### src/rtl/osc_bank_pkg.sv
// -----------------------------------------------------------------------------
// osc_bank_pkg
// Shared types for the oscillator bank: waveform mode encoding and the
// frame-sequencer state encoding.
// -----------------------------------------------------------------------------
package osc_bank_pkg;

    // Waveform selected per voice; encoding matches the cfg_mode input.
    typedef enum logic [1:0] {
        TRI   = 2'd0,
        SAW   = 2'd1,
        SQR   = 2'd2,
        PULSE = 2'd3
    } wave_mode_e;

    // Frame sequencer states.
    typedef enum logic [1:0] {
        IDLE = 2'd0,
        CALC = 2'd1,
        OUT  = 2'd2
    } osc_state_e;

    // Reset value of the pulse threshold: half scale (2^(w-1)).
    function automatic logic [31:0] half_scale(input int unsigned w);
        logic [31:0] v;
        v = 32'd1 << (w - 32'd1);
        return v;
    endfunction

endpackage

### src/rtl/osc_wave_shaper.sv
// -----------------------------------------------------------------------------
// osc_wave_shaper
// Combinational waveform shaper shared by all voices. Maps the top DATA_W
// phase bits to an unsigned sample (mid-scale offset of 2^(DATA_W-1)).
// Ports:
//   p_i      phase MSBs of the voice being computed
//   mode_i   waveform selection
//   duty_i   pulse threshold (pulse mode only)
//   sample_o shaped unsigned sample
// -----------------------------------------------------------------------------
module osc_wave_shaper
    import osc_bank_pkg::*;
#(
    parameter int DATA_W = 16
) (
    input  logic [DATA_W-1:0] p_i,
    input  wave_mode_e        mode_i,
    input  logic [DATA_W-1:0] duty_i,
    output logic [DATA_W-1:0] sample_o
);

    logic [DATA_W-1:0] s_s;

    // Waveform selection; triangle folds the doubled ramp on the phase MSB.
    always_comb begin
        s_s      = {p_i[DATA_W-2:0], 1'b0};
        sample_o = {DATA_W{1'b0}};
        case (mode_i)
            TRI: begin
                if (p_i[DATA_W-1]) begin
                    sample_o = ~s_s;
                end else begin
                    sample_o = s_s;
                end
            end
            SAW: begin
                sample_o = p_i;
            end
            SQR: begin
                // p < 2^(DATA_W-1) is exactly "MSB clear"
                if (p_i[DATA_W-1]) begin
                    sample_o = {DATA_W{1'b0}};
                end else begin
                    sample_o = {DATA_W{1'b1}};
                end
            end
            PULSE: begin
                // duty 0 never satisfies p < duty, giving constant 0
                if (p_i < duty_i) begin
                    sample_o = {DATA_W{1'b1}};
                end else begin
                    sample_o = {DATA_W{1'b0}};
                end
            end
            default: begin
                sample_o = {DATA_W{1'b0}};
            end
        endcase
    end

endmodule

### src/rtl/osc_bank.sv
// -----------------------------------------------------------------------------
// osc_bank
// Multi-voice oscillator bank. Each sample_tick starts a frame that walks the
// voices in order; for each voice the shared shaper converts the pre-update
// phase into a sample, the phase advances by its increment, and the sample is
// offered on a valid/ready stream.
// Ports:
//   clk, resetn        clock, synchronous active-low reset
//   sample_tick        frame start pulse (dropped and flagged if busy)
//   cfg_we/cfg_voice   configuration write strobe and target voice
//   cfg_mode/incr/duty waveform, phase increment, pulse threshold
//   voice_sync         per-voice phase clear (hard sync)
//   out_valid/ready    sample stream handshake
//   out_voice/sample   voice index and sample value
//   overrun            sticky: tick seen while a frame was in progress
// Build option: OSC_BANK_ZERO_CENTER_EN makes out_sample two's-complement
// (shaper MSB inverted); otherwise out_sample is offset-binary.
// -----------------------------------------------------------------------------
module osc_bank
    import osc_bank_pkg::*;
#(
    parameter  int DATA_W     = 16,
    parameter  int PHASE_W    = 24,
    parameter  int NUM_VOICES = 4,
    localparam int VOICE_W    = $clog2(NUM_VOICES)
) (
    input  logic                  clk,
    input  logic                  resetn,
    input  logic                  sample_tick,
    input  logic                  cfg_we,
    input  logic [VOICE_W-1:0]    cfg_voice,
    input  logic [1:0]            cfg_mode,
    input  logic [PHASE_W-1:0]    cfg_incr,
    input  logic [DATA_W-1:0]     cfg_duty,
    input  logic [NUM_VOICES-1:0] voice_sync,
    output logic                  out_valid,
    input  logic                  out_ready,
    output logic [VOICE_W-1:0]    out_voice,
    output logic [DATA_W-1:0]     out_sample,
    output logic                  overrun
);

    localparam logic [VOICE_W-1:0] LAST_VOICE = VOICE_W'(NUM_VOICES - 1);
    localparam logic [DATA_W-1:0]  DUTY_RST   = DATA_W'(half_scale(DATA_W));

    osc_state_e          state_q, state_d;
    logic [VOICE_W-1:0]  voice_q, voice_d;
    logic                out_valid_q, out_valid_d;
    logic [VOICE_W-1:0]  out_voice_q, out_voice_d;
    logic [DATA_W-1:0]   out_sample_q, out_sample_d;
    logic                overrun_q, overrun_d;

    logic [PHASE_W-1:0]  phase_q [NUM_VOICES];
    logic [PHASE_W-1:0]  phase_d [NUM_VOICES];
    logic [PHASE_W-1:0]  incr_q  [NUM_VOICES];
    logic [PHASE_W-1:0]  incr_d  [NUM_VOICES];
    wave_mode_e          mode_q  [NUM_VOICES];
    wave_mode_e          mode_d  [NUM_VOICES];
    logic [DATA_W-1:0]   duty_q  [NUM_VOICES];
    logic [DATA_W-1:0]   duty_d  [NUM_VOICES];

    logic [DATA_W-1:0]   shp_p_s;
    logic [DATA_W-1:0]   shp_out_s;
    logic [DATA_W-1:0]   shaped_s;

    // Shaper always looks at the current voice's pre-update phase.
    assign shp_p_s = phase_q[voice_q][PHASE_W-1 -: DATA_W];

    osc_wave_shaper #(
        .DATA_W (DATA_W)
    ) u_shaper (
        .p_i      (shp_p_s),
        .mode_i   (mode_q[voice_q]),
        .duty_i   (duty_q[voice_q]),
        .sample_o (shp_out_s)
    );

`ifdef OSC_BANK_ZERO_CENTER_EN
    // Flipping the MSB turns offset-binary into two's-complement.
    assign shaped_s = {~shp_out_s[DATA_W-1], shp_out_s[DATA_W-2:0]};
`else
    assign shaped_s = shp_out_s;
`endif

    // Next-state logic: sequencer, output staging, voice registers.
    always_comb begin
        state_d      = state_q;
        voice_d      = voice_q;
        out_valid_d  = out_valid_q;
        out_voice_d  = out_voice_q;
        out_sample_d = out_sample_q;
        overrun_d    = overrun_q;
        phase_d      = phase_q;
        incr_d       = incr_q;
        mode_d       = mode_q;
        duty_d       = duty_q;

        if (sample_tick && (state_q != IDLE)) begin
            overrun_d = 1'b1;
        end else begin
            overrun_d = overrun_q;
        end

        // Config lands in the registers; an in-progress CALC already used the old values.
        if (cfg_we) begin
            incr_d[cfg_voice] = cfg_incr;
            mode_d[cfg_voice] = wave_mode_e'(cfg_mode);
            duty_d[cfg_voice] = cfg_duty;
        end else begin
            incr_d = incr_q;
        end

        case (state_q)
            IDLE: begin
                if (sample_tick) begin
                    voice_d = {VOICE_W{1'b0}};
                    state_d = CALC;
                end else begin
                    state_d = IDLE;
                end
            end
            CALC: begin
                out_sample_d     = shaped_s;
                out_voice_d      = voice_q;
                out_valid_d      = 1'b1;
                phase_d[voice_q] = phase_q[voice_q] + incr_q[voice_q];
                state_d          = OUT;
            end
            OUT: begin
                if (out_ready) begin
                    out_valid_d = 1'b0;
                    if (voice_q == LAST_VOICE) begin
                        state_d = IDLE;
                    end else begin
                        voice_d = voice_q + VOICE_W'(1);
                        state_d = CALC;
                    end
                end else begin
                    state_d = OUT;
                end
            end
            default: begin
                state_d = IDLE;
            end
        endcase

        // Hard sync applied last so it overrides the CALC increment.
        for (int v = 0; v < NUM_VOICES; v++) begin
            if (voice_sync[v]) begin
                phase_d[v] = {PHASE_W{1'b0}};
            end else begin
                phase_d[v] = phase_d[v];
            end
        end
    end

    // State and datapath registers with synchronous active-low reset.
    always_ff @(posedge clk) begin
        if (!resetn) begin
            state_q      <= IDLE;
            voice_q      <= {VOICE_W{1'b0}};
            out_valid_q  <= 1'b0;
            out_voice_q  <= {VOICE_W{1'b0}};
            out_sample_q <= {DATA_W{1'b0}};
            overrun_q    <= 1'b0;
            for (int v = 0; v < NUM_VOICES; v++) begin
                phase_q[v] <= {PHASE_W{1'b0}};
                incr_q[v]  <= {PHASE_W{1'b0}};
                mode_q[v]  <= TRI;
                duty_q[v]  <= DUTY_RST;
            end
        end else begin
            state_q      <= state_d;
            voice_q      <= voice_d;
            out_valid_q  <= out_valid_d;
            out_voice_q  <= out_voice_d;
            out_sample_q <= out_sample_d;
            overrun_q    <= overrun_d;
            phase_q      <= phase_d;
            incr_q       <= incr_d;
            mode_q       <= mode_d;
            duty_q       <= duty_d;
        end
    end

    assign out_valid  = out_valid_q;
    assign out_voice  = out_voice_q;
    assign out_sample = out_sample_q;
    assign overrun    = overrun_q;

endmodule

### config.mk
export PLATFORM = sky130hd
export DESIGN_NAME = osc_bank
export DESIGN_NICKNAME = d
export VERILOG_FILES = /design/src/rtl/osc_bank_pkg.sv /design/src/rtl/osc_wave_shaper.sv /design/src/rtl/osc_bank.sv
export SDC_FILE = /design/constraint.sdc
export NUM_CORES = 1
export LEC_CHECK = 0
export ABC_CLOCK_PERIOD_IN_PS = 6250
export CORE_MARGIN = 2
export CORE_UTILIZATION = 45
export DETAILED_ROUTE_END_ITERATION = 12
export GPL_ROUTABILITY_DRIVEN = 0
export HOLD_SLACK_MARGIN = 0.06
export PLACE_DENSITY = 0.65
export SLEW_MARGIN = 20
export SYNTH_ARGS = -nofsm -noshare
export SYNTH_HDL_FRONTEND = slang
export SYNTH_SLANG_ARGS = --single-unit
### constraint.sdc
create_clock -name clk -period 6.25 [get_ports clk]
set_input_delay 1.875 -clock clk [delete_from_list [all_inputs] [get_ports clk]]
set_output_delay 1.875 -clock clk [all_outputs]
set_load 0.01 [all_outputs]
==> flow_summary.toml, run 1 <==
[clock_tree]
h-tree-depth = 1
cts_root_buf = "clkbuf_16"
cts_buffers = 31
cts_tree = "built"
clkTransAtPathRegs_ns = 0.06
clock_latency_ns = 0.56
holdBufCountCts = 0
ctsResizeCount = 0
cts_buffer_depth = 3
cts_setup_buffers = 0
clock-sinks = 288

[timing]
holdWs_ns = 0.452
tightest_slew_ns = 1.13
slew_violations = 0
tns_ns = 0
finClkSkew_ns = 0.00946
period_share_pct = 67.3
fmax_mhz = 238
slew_headroom_pct = 24.7
rsz0062_at_grt = "no"
min_period_ns = 4.20
fin_ws_ns = 2.05
setup_viol = 0
hold_viol_final = 0

[synthesis]
synth_xor_area_share_pct = 1.87
yosysWarnings = 0
synth.most_common_cell = "nand2_1"
synth_top_area_cell = "dfxtp_1"
synthesis.nets = 1687
synth_top_area_share_pct = 41.1
synth_cells = 1591
async_flop_share_pct = 0
synth_cell_types = 55
synth_top_family_by_area = "compound AO/OA/AOI/OAI gates"
synthFlopType = "dfxtp_1"
synth-compound-area-share_pct = 19.4
synthMuxAreaShare_pct = 11.0
syn_area_per_cell_um2 = 8.81
netlist_area_um2 = 14000
synth-seq-cells = 288
synth_area_leaders = "dfxtp_1, nand2_1, mux4_2"
synth-edff-count = 0
synth_commonest_cells = "nand2_1, dfxtp_1, a21boi_0, clkbuf_1, a21oi_1"
yosysSeqAreaShare_pct = 41.1
synth-simple-area-share_pct = 18.8
synthAdderAreaFrac_pct = 3.89

[global_route]
antenna_found_initial = 0
grt_use_total_pct = 23.5
grt_first_pass_wirelength_um = 61800
grt_max_degree = 117
first_global_vias = 11100
grt-ovfl-total = 0

[route]
drtIter0Drc = 933
vias = 11500
wire_per_inst_um = 19.3
drc_errors = 0
routed_wl_um = 38900
drtPass1Iterations = 6
drtAntennaViolNets = 0
via_per_inst = 5.71

[power]
p_sw_uw = 964
leakagePower_nw = 5.43
swShare_pct = 23.4
power.share.clock_pct = 45.6
power-per-cell-area_nw_per_um2 = 257
p_int_mw = 3.15
p_seq_share_pct = 46.5
power_frac_comb_pct = 7.9
vdd_ir_drop_max_uv = 211

[floorplanning]
die_h_um = 181
start_util_pct = 45.7
io_pins = 73
die_area_um2 = 32600
dieWidth_um = 181
core_area_um2 = 30700
floorplan.rows = 64

[finish]
stdcell_area_um2 = 16000
diodes = 0
nets = 1697
drive_gt1_share_pct = 10.2
syn2layout_area_growth_pct = 14.1
fillers = 2791
fin_cells = 2019

[place]
dpl_worst_slack_ns = 2.10
placed_area_um2 = 15000
dp.cells = 1964
dp_hpwl_um = 24600
io_buffers = 72

[critical_path]
startpoint_type = "flop"
cp_max_fo = 39
worstPathRequired_ns = 6.74
critPathArrivalTime_ns = 4.69
reg2reg_setup_slack_ns = 2.05
crit_path_end_kind = "flop"
crit_type = "flop to flop"

[min_path]
min_path_type = "flop to flop"

[job]
cap_viol_max_count = 0

[status]
status = "finished clean"
## power groups by stage
stage / clock (mW) / sequential (mW) / combinational [mW]
final: 1.88 / 1.91 / 0.325
after CTS: 1.91 / 1.91 / 0.325
after floorplan: 0 / 1.95 / 0.191
after detailed placement: 0 / 1.95 / 0.323
after global placement: 0 / 1.95 / 0.319
after global routing: 1.98 / 1.92 / 0.355
## layer usage
metal / global-route usage [%] / vias to the layer above / routed length [µm]
met4: 5.87 / 0 / 854
met3: 4.02 / 58 / 2860
met2: 37.3 / 388 / 17400
li1: - / 5575 / -
met1: 33.3 / 5514 / 17800
met5: 0 / - / 0
## layout by cell type (no fill, tap or decap), types with 6 or more instances in the layout
cell type and count:
nand2_1 453, dfxtp_1 286, a21boi_0 166, a21oi_1 74, clkdlybuf4s50_1 71, mux4_2 65, o21ai_0 58, nand3_1 55
ha_1 42, nor2_1 40, clkbuf_16 31, xnor2_1 26, buf_4 23, inv_1 21, a211oi_1 17, nor2b_1 13
a31oi_1 12, a221oi_2 11, o211ai_1 9, o21a_1 9, a21o_1 8, nand4_1 8, nor3_1 7, and3_1 7
mux2i_1 7, clkbuf_1 7, and2_1 6, nand2b_1 6, nor4_1 6, clkinv_2 6
## through the flow
step | utilization (%) | total power, mW
after floorplan | - | 2.14
after global placement | 48.8 | 2.27
after detailed placement | 48.8 | 2.28
after CTS | 52.2 | 4.14
after global routing | 52.2 | 4.25
final | 52.2 | 4.11
## cell type report
class,count,area [µm²],share of cell area (%)
Timing Repair Buffer,94,883,5.52
Tap cell,396,495,3.10
Inverter,21,78.8,0.492
Sequential cell,288,5770,36.1
Clock inverter,12,166,1.04
Multi-Input combinational cell,1165,7740,48.3
Clock buffer,43,871,5.44
## worst max-delay path: stages, from the launching register on
cell and delay (ns):
dfxtp_4 0.87, mux4_2 0.61, ha_1 0.24, fa_1 0.43, a211oi_1 0.29, o21ai_0 0.21, a22oi_2 0.29, a311oi_1 0.16
o31ai_1 0.39, or3b_2 0.49, a21oi_1 0.12
## cell families after synthesis
kind of cell             Yosys count
AND/OR/NAND/NOR                  628
AO/OA/AOI/OAI                    391
flip-flops                       288
buffers and inverters            138
multiplexers                      73
adder cells (fa/ha/maj)           43
XOR/XNOR                          30
## sequential cells by signal, summed over array words and instances (netlist names)
signal / flops
duty_q: 64
overrun: 1
state_q: 2
phase_q: 96
out_valid: 1
mode_q: 8
out_sample: 16
incr_q: 96
voice_q: 2
out_voice: 2
## path summary, 6_finish.rpt
| path | cells past startpoint | endpoint | startpoint |
|---|---|---|---|
| max | 10 | phase_q[70] | voice_q[0] |
| min reg2reg | 2 | phase_q[48] | phase_q[48] |
| max reg2reg | 10 | phase_q[70] | voice_q[0] |
| min | 2 | phase_q[48] | phase_q[48] |
(Power assumes the default switching activity.)
==> run 2, diff against run 1 <==
--- a/config.mk
+++ b/config.mk
@@ -5,13 +5,13 @@
 export SDC_FILE = /design/constraint.sdc
 export NUM_CORES = 1
 export LEC_CHECK = 0
-export ABC_CLOCK_PERIOD_IN_PS = 6250
+export ABC_CLOCK_PERIOD_IN_PS = 3700
 export CORE_MARGIN = 2
 export CORE_UTILIZATION = 45
 export DETAILED_ROUTE_END_ITERATION = 12
 export GPL_ROUTABILITY_DRIVEN = 0
 export HOLD_SLACK_MARGIN = 0.06
-export PLACE_DENSITY = 0.65
+export PLACE_DENSITY = 0.67
 export SLEW_MARGIN = 20
 export SYNTH_ARGS = -nofsm -noshare
 export SYNTH_HDL_FRONTEND = slang
==> constraint.sdc (replaced) <==
create_clock -name clk -period 3.7 [get_ports clk]
set_input_delay 1.11 -clock clk [delete_from_list [all_inputs] [get_ports clk]]
set_output_delay 1.11 -clock clk [all_outputs]
set_load 0.01 [all_outputs]
==> flow_summary.toml, run 2 (same netlist as run 1, synthesis figures left out) <==
[power]
p_total_mw = 6.97
power-per-cell-area_nw_per_um2 = 425
vdd_ir_drop_max_uv = 343
leakagePower_nw = 5.64

[critical_path]
cp_slowest_cell = "mux4_2"
cpMostUsedCell = "buf_12"
cp_max_fo = 15
crit_type = "flop to flop"
critPathMaxStageDelay_ns = 0.66
critPathArrivalTime_ns = 3.98
critPathTopFamily = "simple AND/OR/NAND/NOR gates"
cp.buffers_inverters = 2
critical_path.cell_chain = "buf_12 -> buf_12 -> mux4_2 -> ha_1 -> nand3_1 -> nor3_1 -> a22oi_2 -> a311oi_1 -> nor4_1 -> or3b_2 -> a21oi_1"
worstPathRequired_ns = 4.18
startpoint_type = "flop"
crit_path_end_kind = "flop"

[route]
drtAntennaViolNets = 0
wire_per_inst_um = 19.3
routed_wl_um = 39800
drc_errors = 0
drtPass1Iterations = 5
via_per_inst = 5.81
vias = 11900
drtIter0Drc = 1162

[timing]
tightest_slew_ns = 1.07
slew_headroom_pct = 28.6
period_share_pct = 94.7
setup_viol = 0
hold_viol_final = 0
fin_ws_ns = 0.196
slew_violations = 0
holdWs_ns = 0.452
min_period_ns = 3.50
fmax_mhz = 285
finClkSkew_ns = 0.0157

[place]
dpl_worst_slack_ns = 0.160
dp_hpwl_um = 25900
io_buffers = 72

[job]
cap_viol_max_count = 0

[floorplanning]
dieWidth_um = 181
start_util_pct = 45.7
die_area_um2 = 32600
io_pins = 73
floorplan.rows = 64
die_h_um = 181
core_area_um2 = 30700

[finish]
top_regs = "incr_q: 96 flops, phase_q: 96 flops, duty_q: 64 flops"
nets = 1732
drive_gt1_share_pct = 12.7
syn2layout_area_growth_pct = 16.9
final_cell_mix = "nand2_1, dfxtp_1, a21boi_0"
mostFrequentLayoutCell = "nand2_1"
diodes = 0

[global_route]
grt_max_degree = 193
grt-ovfl-total = 0
first_global_vias = 11400
antenna_found_initial = 0
grt_use_total_pct = 24.0
grt_first_pass_wirelength_um = 63500

[clock_tree]
clkTransAtPathRegs_ns = 0.06
cts_root_buf = "clkbuf_16"
cts_tree = "built"
cts_buffer_depth = 3
clock_latency_ns = 0.56
h-tree-depth = 1
clock-sinks = 288
cts_buffers = 31

[status]
status = "finished clean"

[min_path]
min_path_type = "flop to flop"
-- run 2: per-stage QoR --
step	utilization, %	TNS, ns	std cells	instance area (µm²)
2_1_floorplan	-	0	1591	14100
3_3_place_gp	49.8	0	1993	15300
3_5_place_dp	49.8	0	1993	15300
4_1_cts	53.2	0	2049	16300
5_1_grt	53.4	-0.0946	2055	16400
6_report	53.4	0	2055	16400
-- run 2: worst paths after layout --
path	start	to	slack [ns]	depth (start not counted)
worst max register to register	voice_q[0]	phase_q[70]	0.20	11
worst max-delay path	voice_q[0]	phase_q[70]	0.20	11
worst min-delay path	phase_q[53]	phase_q[53]	0.45	2
worst min register to register	phase_q[53]	phase_q[53]	0.45	2
-- run 2: cell type report --
| class | count | area, µm² |
|---|---|---|
| clock buffer | 40 | 880 |
| clock inverter | 16 | 165 |
| fill | 2790 | 14300 |
| inverter | 21 | 78.8 |
| multi-input combinational | 1165 | 7750 |
| sequential | 288 | 5770 |
| tap | 396 | 495 |
| timing repair buffer | 129 | 1250 |
-- run 2: power breakdown --
| part | total, mW | switching [mW] | internal, mW |
|---|---|---|---|
| registers | 3.23 | 0.0438 | 3.18 |
| logic | 0.582 | 0.335 | 0.247 |
| clock network | 3.17 | 1.29 | 1.88 |
-- run 2: routing by layer --
| layer | track usage [%] | up-vias | wire [µm] |
|---|---|---|---|
| met5 | 0 | - | 0 |
| met4 | 5.10 | 0 | 691 |
| met3 | 3.19 | 60 | 3030 |
| met2 | 38.0 | 469 | 17800 |
| met1 | 35.0 | 5770 | 18300 |
| li1 | - | 5644 | - |
-- run 2: timing repair --
| item | CTS | global route |
|---|---|---|
| buffers inserted | 0 | 6 |
| hold buffers | 0 | 0 |
| gates resized for setup | 0 | 2 |
| setup endpoints to repair | 0 | 12 |
-- run 2: worst register-to-register path, delay by kind of cell, from the launching register on --
| kind | cells | cell delay, ns |
|---|---|---|
| AOI/OAI and AO/OA | 3 | 0.63 |
| adders and majority gates | 1 | 0.43 |
| buffers and inverters | 2 | 0.34 |
| DFF | 1 | 0.36 |
| muxes | 1 | 0.66 |
| and+or+nand+nor | 4 | 1.01 |
